==> src/rtl/mc_control_fsm.sv <==
// Multicycle control sequencer for the 16-bit CPU datapath.
// Steps each instruction through IF/ID/EX/MEM/WB. It handshakes with the
// instruction and data memories, strobes the PC, IR, register-file and
// output-port writes, and counts retired instructions.
// Ports:
//   clk, reset           - clock, synchronous active-high reset
//   is_* / is_link       - one-hot instruction-class flags from external decode
//   branch_taken         - ALU branch condition, sampled in EX
//   i_ready / d_ready    - memory access completes this cycle
//   i_read_req, d_read_req, d_write_req - memory requests
//   ir_write, pc_update, pc_src, reg_write, link_write, wwd_en - datapath strobes
//   inst_done, is_halted - retire pulse, halted flag
//   num_inst             - retired instruction count (wraps)
//   state                - current state, for debug
module mc_control_fsm #(
  parameter int unsigned WORD_SIZE = 16
) (
  input  logic                 clk,
  input  logic                 reset,
  input  logic                 is_alu,
  input  logic                 is_load,
  input  logic                 is_store,
  input  logic                 is_branch,
  input  logic                 is_jump,
  input  logic                 is_jump_reg,
  input  logic                 is_wwd,
  input  logic                 is_halt,
  input  logic                 is_link,
  input  logic                 branch_taken,
  input  logic                 i_ready,
  input  logic                 d_ready,
  output logic                 i_read_req,
  output logic                 d_read_req,
  output logic                 d_write_req,
  output logic                 ir_write,
  output logic                 pc_update,
  output logic [1:0]           pc_src,
  output logic                 reg_write,
  output logic                 link_write,
  output logic                 wwd_en,
  output logic                 inst_done,
  output logic                 is_halted,
  output logic [WORD_SIZE-1:0] num_inst,
  output logic [2:0]           state
);

  localparam int unsigned STATE_W = 3;

  localparam logic [1:0] SRC_PC1    = 2'd0;
  localparam logic [1:0] SRC_BRANCH = 2'd1;
  localparam logic [1:0] SRC_JUMP   = 2'd2;
  localparam logic [1:0] SRC_REG    = 2'd3;

  typedef enum logic [STATE_W-1:0] {
    S_BOOT = 3'd0,
    S_IF   = 3'd1,
    S_ID   = 3'd2,
    S_EX   = 3'd3,
    S_MEM  = 3'd4,
    S_WB   = 3'd5,
    S_HALT = 3'd6
  } state_e;

  state_e                 state_q, state_d;
  logic                   mem_load_q, mem_load_d;  // MEM access is a load (else store)
  logic [WORD_SIZE-1:0]   num_inst_q;
  logic                   retire_c;

  // State, MEM direction and retire counter
  always_ff @(posedge clk) begin
    if (reset) begin
      state_q    <= S_BOOT;
      mem_load_q <= 1'b0;
      num_inst_q <= '0;
    end else begin
      state_q    <= state_d;
      mem_load_q <= mem_load_d;
      if (retire_c) begin
        num_inst_q <= num_inst_q + WORD_SIZE'(1);
      end
    end
  end

  // Next state and strobes from current state and inputs
  always_comb begin
    state_d     = state_q;
    mem_load_d  = mem_load_q;
    retire_c    = 1'b0;
    i_read_req  = 1'b0;
    d_read_req  = 1'b0;
    d_write_req = 1'b0;
    ir_write    = 1'b0;
    pc_update   = 1'b0;
    pc_src      = SRC_PC1;
    reg_write   = 1'b0;
    link_write  = 1'b0;
    wwd_en      = 1'b0;
    is_halted   = 1'b0;

    case (state_q)
      // PC leaves its reset value (-1) and lands on 0
      S_BOOT: begin
        pc_update = 1'b1;
        state_d   = S_IF;
      end

      S_IF: begin
        i_read_req = 1'b1;
        if (i_ready) begin
          ir_write = 1'b1;
          state_d  = S_ID;
        end
      end

      // halt > jump/jump_reg > wwd > everything else
      S_ID: begin
        if (is_halt) begin
          retire_c = 1'b1;
          state_d  = S_HALT;
        end else if (is_jump || is_jump_reg) begin
          pc_update  = 1'b1;
          pc_src     = is_jump_reg ? SRC_REG : SRC_JUMP;
          link_write = is_link;
          retire_c   = 1'b1;
          state_d    = S_IF;
        end else if (is_wwd) begin
          wwd_en    = 1'b1;
          pc_update = 1'b1;
          retire_c  = 1'b1;
          state_d   = S_IF;
        end else begin
          state_d = S_EX;
        end
      end

      // branch > load/store > alu; no flag set retires as a NOP
      S_EX: begin
        if (is_branch) begin
          pc_update = 1'b1;
          pc_src    = branch_taken ? SRC_BRANCH : SRC_PC1;
          retire_c  = 1'b1;
          state_d   = S_IF;
        end else if (is_load || is_store) begin
          mem_load_d = is_load;
          state_d    = S_MEM;
        end else if (is_alu) begin
          state_d = S_WB;
        end else begin
          pc_update = 1'b1;
          retire_c  = 1'b1;
          state_d   = S_IF;
        end
      end

      // Direction is latched in EX so the request stays stable while waiting
      S_MEM: begin
        d_read_req  = mem_load_q;
        d_write_req = !mem_load_q;
        if (d_ready) begin
          if (mem_load_q) begin
            state_d = S_WB;
          end else begin
            pc_update = 1'b1;
            retire_c  = 1'b1;
            state_d   = S_IF;
          end
        end
      end

      S_WB: begin
        reg_write = 1'b1;
        pc_update = 1'b1;
        retire_c  = 1'b1;
        state_d   = S_IF;
      end

      S_HALT: begin
        is_halted = 1'b1;
      end

      default: begin
        state_d = S_BOOT;
      end
    endcase

    inst_done = retire_c;

    // Reset silences every output in the same cycle
    if (reset) begin
      i_read_req  = 1'b0;
      d_read_req  = 1'b0;
      d_write_req = 1'b0;
      ir_write    = 1'b0;
      pc_update   = 1'b0;
      pc_src      = SRC_PC1;
      reg_write   = 1'b0;
      link_write  = 1'b0;
      wwd_en      = 1'b0;
      inst_done   = 1'b0;
      is_halted   = 1'b0;
    end
  end

  assign num_inst = reset ? '0 : num_inst_q;
  assign state    = reset ? 3'd0 : 3'(state_q);

endmodule

==> config.mk <==
export PLATFORM = sky130hd
export DESIGN_NAME = mc_control_fsm
export DESIGN_NICKNAME = d
export VERILOG_FILES = /design/src/rtl/mc_control_fsm.sv
export SDC_FILE = /design/constraint.sdc
export NUM_CORES = 1
export LEC_CHECK = 0
export CAP_MARGIN = 20
export CORE_UTILIZATION = 40
export DETAILED_ROUTE_END_ITERATION = 12
export PLACE_DENSITY = 0.71
export SLEW_MARGIN = 5
export SYNTH_ARGS = -nofsm -noshare
export SYNTH_HDL_FRONTEND = slang
export SYNTH_SLANG_ARGS = --single-unit
==> constraint.sdc <==
create_clock -name clk -period 2.2 [get_ports clk]
set_clock_uncertainty 0.15 [all_clocks]
set_input_delay 0.44 -clock clk [delete_from_list [all_inputs] [get_ports clk]]
set_output_delay 0.44 -clock clk [all_outputs]
set_load 0.01 [all_outputs]
==> run metrics <==
area of the mapped netlist 0.00138 mm²; DR pass1 iterations 4; CP Max Fanout 2; Post-Synthesis Cells 179; Top FF cell, synth dfxtp_1; row cnt 20; fmax 0.432 GHz; maximum VDD drop 0.348 mV; Slew Limit Headroom 67.5%; vias per inst 5.54; Routability Congestion 0.869; worst-case clock buffer depth 2; GRT Util Overall 25.9%; logic gate share of total power 52.8%; layout cells sized above 1 34.5%; Core Util, Final 74.4%; share of total power in sequential cells 26.8%; mean routed wirelength per cell 16.0 µm; power per cell area 667 mW/mm²; Max Slew Vio Count 0; Vias 1690; CP required 1.61 ns; first-pass GRT wire length 7100 µm; Clk network pwr share 20.4%; clock slew at the register clock pins of the worst setup and hold paths 0.13 ns; Leakage Power 1.04 nW; Layout area overhead 69.7%; total gr overflow 0; outcome finished with violations; fraction of registers with async set/reset 0%; largest net degree at the start of global routing 13; Routed WL 4890 µm; Int Pwr 983 µW; Sw Share 37.1%; DRC 0; vias in the first global route 1555; Yosys warnings 0; Post-synth EDFFs 0; DR iter-0 viols 83; Worst Hold Class flip-flop to flip-flop; syn_nets 196; Syn Area/Cell 7.72 µm²; Ports 45; Final WS setup -0.113 ns; Seq/Total Area, Yosys 29.0%; final setup fails 5; Tmin final 2.31 ns; failing checks negative setup slack; antenna cell count 0; pin slew with the least headroom to its limit 0.484 ns; CP Capture Type output port; total CTS buffers 3; DPL Wire Length 2990 µm; number of synthesized register bits 20; fin crit share 105%; die area 0.00369 mm²; final hold viol count 0; startpoint types flip-flop; post-route design area 0.00234 mm²; NetSw 580 µW; core area 0.00315 mm²; Initial Util 43.8%; hold_ws 0.370 ns; TritonCTS clock tree yes; nets@finish 279; Placement Cell Area 0.00210 mm²; root buf cell clkbuf_4; data arrival time of the critical path 1.72 ns; critical path type flip-flop to output port; WHS Path Cells 2; Die Span Y 60.8 µm; RSZ-0062 raised after global routing yes; Port Buffers 44; antenna violations before repair 0; Die W 60.8 µm; clk sink count 20; Antenna Nets Post-Route 0; worst skew pair latency 0.32 ns; reg2reg setup slack -0.05 ns; Synth cell types 43; H-tree levels 1; Max Cap Viol 0; Reg2Reg Depth 9; Hold Buf Count CTS 0
[layout make-up]
cell class,count,area (µm²)
clock inverter,1,30.0
inverter,9,33.8
sequential,20,409
timing repair buffer,86,733
fill,264,808
clock buffer,3,22.5
tap,44,55.1
multi-input combinational,142,1060
[placed cells by master, fill, tap and decap left out, drive strengths merged, types with 2 or more instances in the layout]
cell,instances
nor4,6
nor2b,15
o211ai,3
a21boi,2
buf,48
nand3,6
o22ai,2
o21a,2
a22oi,2
clkbuf,6
nand2,9
o31a,2
nor3,15
a21oi,7
dfxtp,20
inv,9
clkdlybuf4s50,5
nand4,2
ha,3
dlygate4sd2,27
nand2b,6
a21o,2
mux2,7
or4,2
o21ai,5
nor2,22
o31ai,3
or3,2
nor3b,4
xnor2,2
[stage by stage]
stage	setup slack (ns)	TNS (ns)	cells	total power, mW
after global routing	-0.178	-0.619	305	1.63
final	-0.113	-0.280	305	1.56
after floorplan	0.106	0	179	0.728
after CTS	-0.108	-0.108	304	1.47
after detailed placement	-0.625	-12.85	292	1.01
after global placement	-0.584	-12.04	292	1.00
[routing by layer]
| metal | vias up | share of wire, % | global-route usage (%) |
|---|---|---|---|
| met1 | 799 | 42 | 34.3 |
| met4 | 0 | 2.3 | 7.79 |
| li1 | 805 | - | - |
| met5 | - | 0 | 0 |
| met2 | 73 | 51 | 44.9 |
| met3 | 13 | 5.6 | 1.92 |
[state kept, by name, indices dropped and copies added (netlist names)]
name and count:
state_q 3, num_inst_q 16, mem_load_q 1
[power by group through the flow]
stage	clock network [mW]	logic (mW)	registers (mW)
global route	0.334	0.875	0.421
global placement	0	0.588	0.415
detailed placement	0	0.598	0.417
floorplan	0	0.307	0.421
finish	0.319	0.825	0.419
CTS	0.323	0.734	0.410
[final timing paths]
path | startpoint | to
setup reg to reg | state_q[2] | num_inst_q[9]
setup / recovery | state_q[2] | pc_update
hold reg to reg | num_inst_q[6] | num_inst_q[6]
hold / removal | num_inst_q[6] | num_inst_q[6]
[critical path, stage by stage (launching register included)]
cell and delay, ns:
dfxtp_2 0.35, inv_2 0.08, ha_4 0.14, inv_2 0.04, o31ai_2 0.23, a21oi_1 0.09
a221oi_1 0.28, buf_2 0.18
[synth_stat cells, types with 4 or more instances]
library cell,instances,share of area (%)
a21oi_1,7,2.5
clkbuf_1,6,1.6
dfxtp_1,20,29
inv_1,9,2.4
mux2_2,7,5.7
nand2_1,9,2.4
nand2b_1,6,2.7
nand3_1,6,2.2
nor2_1,22,6.0
nor2b_1,15,6.8
nor3_1,13,4.7
nor3b_1,4,2.2
nor4_1,5,2.3
o21ai_0,5,1.8
[cells by family after synthesis]
kind of cell	share of synthesized area, %
flops	29.0
xor+xnor	1.27
buf+inv	5.16
mux	5.71
simple gates	38.0
compound gates	18.2
fa+ha+maj	2.72
[repair_timing]
item | CTS | global route
buffers inserted | 8 | 2
pin swaps | 9 | 7
setup endpoints to repair | 32 | 10
gates cloned | 1 | 0
gates resized for setup | 85 | 22
Power figures use the tool's default switching activity.
